File: src/rtl/serial_add_pkg.sv
// Shared definitions for the bit-serial adder controller.
// The state encoding is fixed here so the controller and any future observers agree on it.
package serial_add_pkg;

    typedef logic [1:0] state_t;

    localparam state_t ST_IDLE = 2'd0;
    localparam state_t ST_RUN  = 2'd1;
    localparam state_t ST_DONE = 2'd2;

    localparam int WIDTH_MIN = 1;
    localparam int WIDTH_MAX = 64;

    function automatic bit is_accept_state(input state_t st);
        return (st == ST_IDLE) || (st == ST_DONE);
    endfunction

endpackage

File: src/rtl/serial_add_ctrl_fa_cell.sv
// One-bit full adder; the only arithmetic cell of the serial adder.
// Purely combinational, with the carry taken from the generate/propagate terms.
module fa_cell (
    input  logic a,
    input  logic b,
    input  logic cin,
    output logic sum,
    output logic cout
);

    logic p;

    assign p    = a ^ b;
    assign sum  = p ^ cin;
    assign cout = (a & b) | (cin & p);

endmodule

File: src/rtl/serial_add_ctrl.sv
// Bit-serial adder controller: adds two WIDTH-bit operands LSB first through one fa_cell,
// one bit per clock, with a start/busy/done handshake.
//
//   state   | meaning
//   --------+---------------------------------------------------------------
//   ST_IDLE | waiting for start; sum/cout hold the last result
//   ST_RUN  | one operand bit per cycle through the full adder (WIDTH cycles)
//   ST_DONE | one-cycle done pulse; start here is accepted back-to-back
//   2'd3    | unreachable; returns to ST_IDLE on the next edge
module serial_add_ctrl
    import serial_add_pkg::*;
#(
    parameter  int WIDTH = 8,
    localparam int CNT_W = $clog2(WIDTH + 1)
) (
    input  logic             clk,
    input  logic             rst,
    input  logic             start,
    input  logic [WIDTH-1:0] a,
    input  logic [WIDTH-1:0] b,
    input  logic             cin,
    output logic             busy,
    output logic             done,
    output logic [WIDTH-1:0] sum,
    output logic             cout
);

    localparam logic [CNT_W-1:0] CNT_LAST = CNT_W'(WIDTH - 1);

    state_t           state;
    state_t           state_nxt;

    logic [WIDTH-1:0] a_sh;
    logic [WIDTH-1:0] b_sh;
    logic [WIDTH-1:0] r_sh;
    logic [WIDTH-1:0] r_next;
    logic             c_ff;
    logic [CNT_W-1:0] cnt;

    logic             load;
    logic             shift;
    logic             last;

    logic             fa_s;
    logic             fa_co;

    fa_cell u_fa (
        .a    (a_sh[0]),
        .b    (b_sh[0]),
        .cin  (c_ff),
        .sum  (fa_s),
        .cout (fa_co)
    );

    // The new sum bit enters at the MSB, so after WIDTH shifts bit 0 sits at the LSB.
    generate
        if (WIDTH == 1) begin : g_r_w1
            assign r_next = fa_s;
        end else begin : g_r_wn
            assign r_next = {fa_s, r_sh[WIDTH-1:1]};
        end
    endgenerate

    always_ff @(posedge clk) begin
        if (rst) begin
            state <= ST_IDLE;
        end else begin
            state <= state_nxt;
        end
    end

    always_comb begin
        state_nxt = ST_IDLE;
        case (state)
            ST_IDLE: state_nxt = start ? ST_RUN : ST_IDLE;
            ST_RUN:  state_nxt = (cnt == CNT_LAST) ? ST_DONE : ST_RUN;
            ST_DONE: state_nxt = start ? ST_RUN : ST_IDLE;
            default: state_nxt = ST_IDLE;
        endcase
    end

    always_comb begin
        busy  = 1'b0;
        done  = 1'b0;
        load  = 1'b0;
        shift = 1'b0;
        last  = 1'b0;
        case (state)
            ST_IDLE: begin
                load = start;
            end
            ST_RUN: begin
                busy  = 1'b1;
                shift = 1'b1;
                last  = (cnt == CNT_LAST);
            end
            ST_DONE: begin
                done = 1'b1;
                load = start;
            end
            default: begin
                load = 1'b0;
            end
        endcase
    end

    always_ff @(posedge clk) begin
        if (rst) begin
            a_sh <= '0;
            b_sh <= '0;
            r_sh <= '0;
            c_ff <= 1'b0;
            cnt  <= '0;
            sum  <= '0;
            cout <= 1'b0;
        end else if (load) begin
            a_sh <= a;
            b_sh <= b;
            c_ff <= cin;
            r_sh <= '0;
            cnt  <= '0;
        end else if (shift) begin
            a_sh <= a_sh >> 1;
            b_sh <= b_sh >> 1;
            c_ff <= fa_co;
            r_sh <= r_next;
            cnt  <= cnt + CNT_W'(1);
            // Result registers only move on the RUN->DONE edge, so they stay stable while busy.
            if (last) begin
                sum  <= r_next;
                cout <= fa_co;
            end
        end
    end

endmodule

File: config.mk
export PLATFORM = sky130hd
export DESIGN_NAME = serial_add_ctrl
export DESIGN_NICKNAME = d
export VERILOG_FILES = /design/src/rtl/serial_add_pkg.sv /design/src/rtl/serial_add_ctrl_fa_cell.sv /design/src/rtl/serial_add_ctrl.sv
export SDC_FILE = /design/constraint.sdc
export NUM_CORES = 1
export LEC_CHECK = 0
export BUFFER_PORTS_ARGS = -buffer_cell sky130_fd_sc_hd__buf_4
export CAP_MARGIN = 40
export CORE_MARGIN = 4
export CORE_UTILIZATION = 57
export DETAILED_ROUTE_END_ITERATION = 10
export PLACE_DENSITY = 0.82
export SYNTH_ARGS = -nofsm -noshare
export SYNTH_HDL_FRONTEND = slang
export SYNTH_SLANG_ARGS = --single-unit
export TNS_END_PERCENT = 1
File: constraint.sdc
create_clock -name clk -period 2 [get_ports clk]
set_clock_uncertainty 0.15 [all_clocks]
set_input_delay 0.1 -clock clk [delete_from_list [all_inputs] [get_ports clk]]
set_output_delay 0.1 -clock clk [all_outputs]
set_load 0.05 [all_outputs]
## Word-level counts from Yosys, hierarchy flattened

Cells that the tools add are included.

- $add $sub $neg: 1
- $mul: 0
- Div/mod/pow operators: 0
- Magnitude comparators: 0
- Eq/ne operators: 3
- Shift-type cells: 0
- Mux-type cells: 13
- Bitwise operators: 6
- Reductions and logical operators: 5

Operator list:

| cell | count |
|---|---|
| $mux W8 | 4 |
| $mux W1 | 7 |
| $add A4 B1 Y4 const B | 1 |
| $eq A4 B3 Y1 const B | 1 |
| $pmux W2 S2 | 1 |
| $reduce_or A2 Y1 | 2 |
| $reduce_and A3 Y1 | 1 |
| $and A1 B1 Y1 | 2 |
| $eq A2 B1 Y1 const B | 1 |
| $eq A2 B2 Y1 const B | 1 |
| $logic_not A2 Y1 | 1 |
| $mux W2 | 1 |
| $reduce_bool A2 Y1 | 1 |
| $xor A1 B1 Y1 | 2 |
| $not A1 Y1 | 1 |
| $or A1 B1 Y1 | 1 |

- Flip-flop bits (word level): 40
- Latch bits: 0
- Bits in writable memories: 0
- Bits in read-only memories: 0
- Input bits: 20
- Output and inout port bits: 11
- Memories: 0

## Logic depth before layout (Yosys ltp)

Gate-level depths: netlist (run 1).

- Depth in word-level cells: 5
- Depth in mapped cells: 5
- Depth with buffers taken out: 4

## Cells and area by module

A second synthesis (run 1) with hierarchy kept.

- Cells, all modules: 180
- Area, all modules: 1547.7 sq um

By module, submodules not included:

| module | times used | cells an instance | area each (sq um) | sequential area each (sq um) |
|---|---|---|---|---|
| serial_add_ctrl | 1 | 179 | 1527.7 | 780.7 |
| fa_cell | 1 | 1 | 20.0 | 0.0 |

## Worst setup path before layout (run 1)

OpenSTA, ideal clock, no wires.

- Kind: reg-to-reg
- Start: register state[1]
- End: register state[0]
- Library setup time: 128 ps
- Arrival time: 1090 ps
- Required time: 1722 ps
- Setup slack: 633 ps
- Cell stages (with the launch flop): 6
- Period minus slack after synthesis: 1367 ps
- Cells stage by stage: dfxtp_1 > nand2b_1 > clkinv_1 > buf_2 > a21oi_1 > nor2_1

- Word-level cells in the longest chain between the ends: 3
- Elaborated cells on any way between the ends: 5
- Those cells by class: 2 x eq/ne; 1 x mux; 2 x reduce/logical

Ends and longest elaborated chain:

| element | RTL line | text |
|---|---|---|
| start: declaration | serial_add_ctrl.sv:30 | `state_t state;` |
| start signal: assignment | serial_add_ctrl.sv:68 | `state <= state_nxt;` |
| $eq A2 B2 Y1 / $logic_not A2 Y1 (equally long branches) | serial_add_ctrl.sv:74 | `case (state)` |
| $reduce_or A2 Y1 (no line) | n/a |  |
| $pmux W2 S2 * | serial_add_ctrl.sv:74 |  |

Mark *: on every way between the ends. The rest lies on a longest branch, timed or not.
A chain may end at the register's enable or synchronous reset.

## Final worst setup path (run 1)

- Start: register state[0]
- End: register r_sh[4]

- Word-level cells in the longest chain between the ends: 4
- Elaborated cells on any way between the ends: 7
- Those cells by class: 2 x eq/ne; 2 x mux; 3 x reduce/logical

Ends and longest elaborated chain:

| element | RTL line | text |
|---|---|---|
| $eq A2 B2 Y1 / $logic_not A2 Y1 (equally long branches) | serial_add_ctrl.sv:88 | `case (state)` |
| $reduce_or A2 Y1 (no line) | n/a |  |
| $mux W1 | serial_add_ctrl.sv:88 |  |
| $reduce_or A2 Y1 (no line) | n/a |  |
| end signal: assignment | serial_add_ctrl.sv:126 | `r_sh <= r_next;` |
| end: declaration | serial_add_ctrl.sv:35 | `logic [WIDTH-1:0] r_sh;` |

Several ways; a longest one is shown, not always the timed one.

==> results.yml, run 1 <==
yosys:
  ys_top_cells_by_area: "dfxtp_1 50%, nand2_1 12%, mux2i_1 6.5%, nor3_1 5.2%, a21oi_1 4.2%"
  post_synth.cell_area_avg_sq_um: 8.558
  async_flop_share: 0
  netlist.area_leader.share: 0.5040
  synth_most_common_cell: "nand2_1"
  synth_edf_count: 0
  seq_area_frac_synth: 0.5040
  yosysWarnings: 0
  postSynthCellCount: 181
  syn_area_sq_um: 1549
  synth_top_area_cell: "dfxtp_1"
  synth_seq_cells: 39
  yosys-top-cells-count: "48 x nand2_1, 39 x dfxtp_1, 16 x nor3_1"
  ys.flop_type: "dfxtp_1"
  ys_types: 28
  syn_nets: 203
sta:
  maxSlewHeadroom: 0.6550
  min_period_ps: 1654
  fmax_mhz: 604.5
  final.period_utilization: 0.8271
  setup_tns_ps: 0
  setup_violations: 0
  worstMarginPinSlew_ps: 517.4
  rsz0062_at_grt: "no"
  hold_violations: 0
  final_max_slew_viol_count: 0
  finalWorstSetupSlack_ps: 345.8
clock_network:
  cts_tree: "built"
  holdBufCountCts: 18
  h-tree-depth: 2
  cts_buffer_depth: 2
  cts.clk_slew.worst_paths_ps: 110
  cts.sinks: 39
  clkLatencyLatePin_ps: 350
  ctsResizeCount: 0
  post_cts_buffers: 0
  cts_buffers: 5
  clockRootBuffer: "clkbuf_4"
status:
  status: "finished clean"
power:
  p_leak_nw: 0.7766
  ir_drop_uv: 660.6
  power_mw: 1.511
  power.density_nw_per_um2: 742.5
layout:
  drive_gt1_frac: 0.1870
  fin_nets: 251
  final_area_sq_um: 2034
  antenna_cells: 0
  syn_to_final_growth_pct: 31.34
  nFillCells: 162
detailed_routing:
  vias: 1485
  drc: 0
  wirelength_mm: 3.733
  dr.pass1.iters: 4
  via_per_inst: 5.712
  drtIter0Drc: 66
  wire_per_inst_microns: 14.36
  postRouteAntennaNets: 0
global_route:
  grt_pass1_wl_mm: 6.403
  track_usage: 0.2407
  first_global_vias: 1455
  grt_overflow: 0
  antenna_found_initial: 0
  grt_max_degree: 29
place:
  gp_congestion: 0.7318
  dp_hpwl_mm: 2.269
  dpl_worst_slack_ps: 427.5
  place_area_sq_um: 1785
  port_buffers: 30
worst_setup_path:
  cp_top_family: "simple AND/OR/NAND/NOR gates"
  critPathBufInv: 0
  worstPathRequired_ps: 2130
  max_stage_delay_ps: 450
  critPathLaunchType: "flop"
  crit_path_top_delay_cell: "nand2b_1"
  arrival_ps: 1780
  path_cells: "nand2b_1 > nand2_1 > a21oi_1"
  crit_fanout: 13
  r2r-start: "state[0]"
  worstSetupStartpoint: "state[0]"
  end_kind: "flop"
  path_class: "reg -> reg"
floorplanning:
  row_count: 18
  initial_utilization: 0.6087
  fp.dieW_microns: 60.13
  ios: 31
  coreArea_sq_um: 2545
  die_area_sq_um: 3616
  die_h_microns: 60.13
hold_path:
  min_path_type: "in -> reg"
  min_from: "start"
job:
  cap_viol_max_count: 0
-- worst min-delay path: stages --
cell and delay, ps:
buf_4 90, nand2b_1 280, a31oi_1 220
-- power by group --
part	switching (mW)	leakage (nW)	internal (mW)
clock	0.251	0.0386	0.207
combinational	0.116	0.420	0.101
sequential	0.0230	0.318	0.812
total	0.391	0.777	1.12
-- metal layers --
layer,vias up,GRT usage,wire (microns)
li1,718,-,-
met1,708,0.2749,1569
met2,51,0.4259,1911
met3,8,0.04536,181
met4,0,0.1139,70
met5,-,0,0
-- final timing paths --
| path | to | cells past startpoint | slack, ps |
|---|---|---|---|
| worst max-delay path | r_sh[4] | 3 | 350 |
| worst min-delay path | b_sh[6] | 3 | 230 |
| worst min register to register | sum[3] | 2 | 320 |
| worst max register to register | r_sh[4] | 3 | 350 |
-- sequential cells by signal (all words and copies together) (netlist names) --
name   count
cout       1
sum        8
c_ff       1
state      2
r_sh       7
a_sh       8
b_sh       8
cnt        4
-- cell families after synthesis --
group | share of synthesized area
compound gates | 0.1268
xor+xnor | 0.01131
fa+ha+maj | 0.02100
buf+inv | 0.04604
flops | 0.5040
mux | 0.06462
simple gates | 0.2262
-- metrics by stage --
step / hold WS, ps / instances / utilization
2_1_floorplan: 29.31 / 181 / -
3_3_place_gp: 207.6 / 234 / 0.7016
3_5_place_dp: 215.7 / 234 / 0.7016
4_1_cts: 188.3 / 260 / 0.7994
5_1_grt: 234.6 / 260 / 0.7994
6_report: 227.8 / 260 / 0.7994
-- area by class of cell --
type	instances	area [sq um]	share of cell area
timing repair buffer	53	442.9	0.2177
inverter	2	7.507	0.003690
tap	30	37.54	0.01845
sequential	39	780.7	0.3838
clock buffer	8	68.82	0.03383
multi-input combinational	128	696.9	0.3426
-- layout by cell type (no fill, tap or decap), types with 5 or more instances in the layout --
| cell type | instances |
|---|---|
| mux2i_1 | 10 |
| dfxtp_1 | 39 |
| nor3_1 | 16 |
| nand2_1 | 48 |
| a31oi_1 | 6 |
| a21oi_1 | 13 |
| o22ai_1 | 7 |
| dlygate4sd3_1 | 18 |
| o21ai_0 | 7 |
| buf_4 | 35 |
| clkbuf_4 | 5 |
Note: power is estimated with default switching activity, not from simulation.
==> run 2: changes to the inputs <==
CORE_UTILIZATION = 53   (was 57)
PLACE_DENSITY = 0.77   (was 0.82)
clock period = 1.55 ns   (was 2 ns; I/O delays follow)
==> run 2 against run 1 <==
Compared with the run above:
- clock power increased by 29%
- hold slack worse by 110 ps
- via count decreased by 1.8%
- largest cell class unchanged
==> results.yml, run 2 (synthesis results as in run 1) <==
status:
  status: "finished clean"
detailed_routing:
  dr.pass1.iters: 4
  vias: 1458
  wire_per_inst_microns: 13.95
  via_per_inst: 5.481
  drtIter0Drc: 46
  drc: 0
  wirelength_mm: 3.712
  postRouteAntennaNets: 0
worst_setup_path:
  arrival_ps: 1600
  path_class: "reg -> reg"
  crit_fanout: 9
  critPathLaunchType: "flop"
  end_kind: "flop"
  worstPathRequired_ps: 1670
floorplanning:
  row_count: 19
  die_area_sq_um: 3851
  die_h_microns: 62.06
  ios: 31
  coreArea_sq_um: 2781
  initial_utilization: 0.5569
  fp.dieW_microns: 62.06
power:
  power.density_nw_per_um2: 926.7
  p_leak_nw: 0.8093
  ir_drop_uv: 879.6
layout:
  syn_to_final_growth_pct: 37.00
  drive_gt1_frac: 0.2340
  top_regs: "a_sh x8, b_sh x8, sum x8"
  final_cell_mix: "48 x nand2_1, 37 x buf_4, 35 x dfxtp_1, 18 x dlygate4sd3_1, 16 x nor3_1"
  antenna_cells: 0
  ff_latch_area_sq_um: 785.8
  nFillCells: 178
  fin_nets: 256
  multiInputGateArea_sq_um: 708.2
  final_common_cell: "nand2_1"
global_route:
  grt_max_degree: 28
  antenna_found_initial: 0
  grt_pass1_wl_mm: 6.009
  grt_overflow: 0
  first_global_vias: 1346
  track_usage: 0.2168
clock_network:
  cts.clk_slew.worst_paths_ps: 110
  cts_tree: "built"
  cts_buffers: 5
  clkLatencyLatePin_ps: 350
  h-tree-depth: 2
  cts_buffer_depth: 2
  cts.sinks: 39
  clockRootBuffer: "clkbuf_4"
job:
  cap_viol_max_count: 0
place:
  dp_hpwl_mm: 2.418
  gp_congestion: 0.7811
  dpl_worst_slack_ps: -10.84
  port_buffers: 30
sta:
  setup_violations: 0
  setup_tns_ps: 0
  hold_violations: 0
  fmax_mhz: 676.8
  worstMarginPinSlew_ps: 425.7
  finalWorstSetupSlack_ps: 72.46
  final_max_slew_viol_count: 0
  min_period_ps: 1478
  maxSlewHeadroom: 0.7162
  final.period_utilization: 0.9532
hold_path:
  min_path_type: "in -> reg"
## run 2: cell types whose count changed in the layout (fill, tap and decap cells not counted), sizes merged
cell / change
buf: +5
clkbuf: -1
clkinvlp: +1
## run 2: metrics by stage
stage / utilization / total power, mW / cell area [sq um] / hold slack, ps / cells
final: 0.7629 / 1.967 / 2122 / 120.0 / 266
after floorplan: - / 1.255 / 1549 / 6.811 / 181
after detailed placement: 0.6496 / 1.345 / 1807 / 191.1 / 236
after CTS: 0.7526 / 1.962 / 2093 / 77.28 / 263
after global routing: 0.7629 / 2.047 / 2122 / 136.6 / 266
after global placement: 0.6496 / 1.331 / 1807 / 174.6 / 236
## run 2: routing by layer
layer / vias to the layer above / part of all wire / track usage
met2: 39 / 0.52 / 0.3595
met3: 10 / 0.047 / 0.05372
li1: 725 / - / -
met5: - / 0 / 0
met4: 0 / 0.022 / 0.1061
met1: 684 / 0.41 / 0.2602
## run 2: power breakdown
part	switching (mW)	internal (mW)	leakage, nW
Clock	0.326	0.265	0.0375
Combinational	0.151	0.144	0.452
Sequential	0.0318	1.05	0.320
Total	0.509	1.46	0.809
## run 2: path summary, 6_finish.rpt
path	start	to	slack, ps	depth (start not counted)
max reg2reg	cnt[0]	sum[0]	70	5
max	cnt[0]	sum[0]	70	5
min	start	b_sh[0]	120	4
min reg2reg	cout	cout	310	2
## run 2: area by class of cell
type / count / share of cell area
flip-flops and latches: 39 / 0.3703
clock inverters: 1 / 0.003538
inverters: 2 / 0.003538
well taps: 31 / 0.01828
multi-input cells: 128 / 0.3337
clock buffers: 7 / 0.03066
repair buffers: 58 / 0.2400
## run 2: worst max-delay path: stages, from the launching register on
cell      delay, ps
dfxtp_2         370
ha_1            180
nand3b_1        180
nor2_4          180
buf_12          150
mux2i_2         210
## run 2: what timing repair did
action | 4_1_cts | 5_1_grt
setup endpoints to repair | 3 | 10
hold endpoints to repair | 19 | 0
buffers inserted | 1 | 3
pin swaps | 1 | 0
hold buffers | 18 | 0
resized for setup | 5 | 3
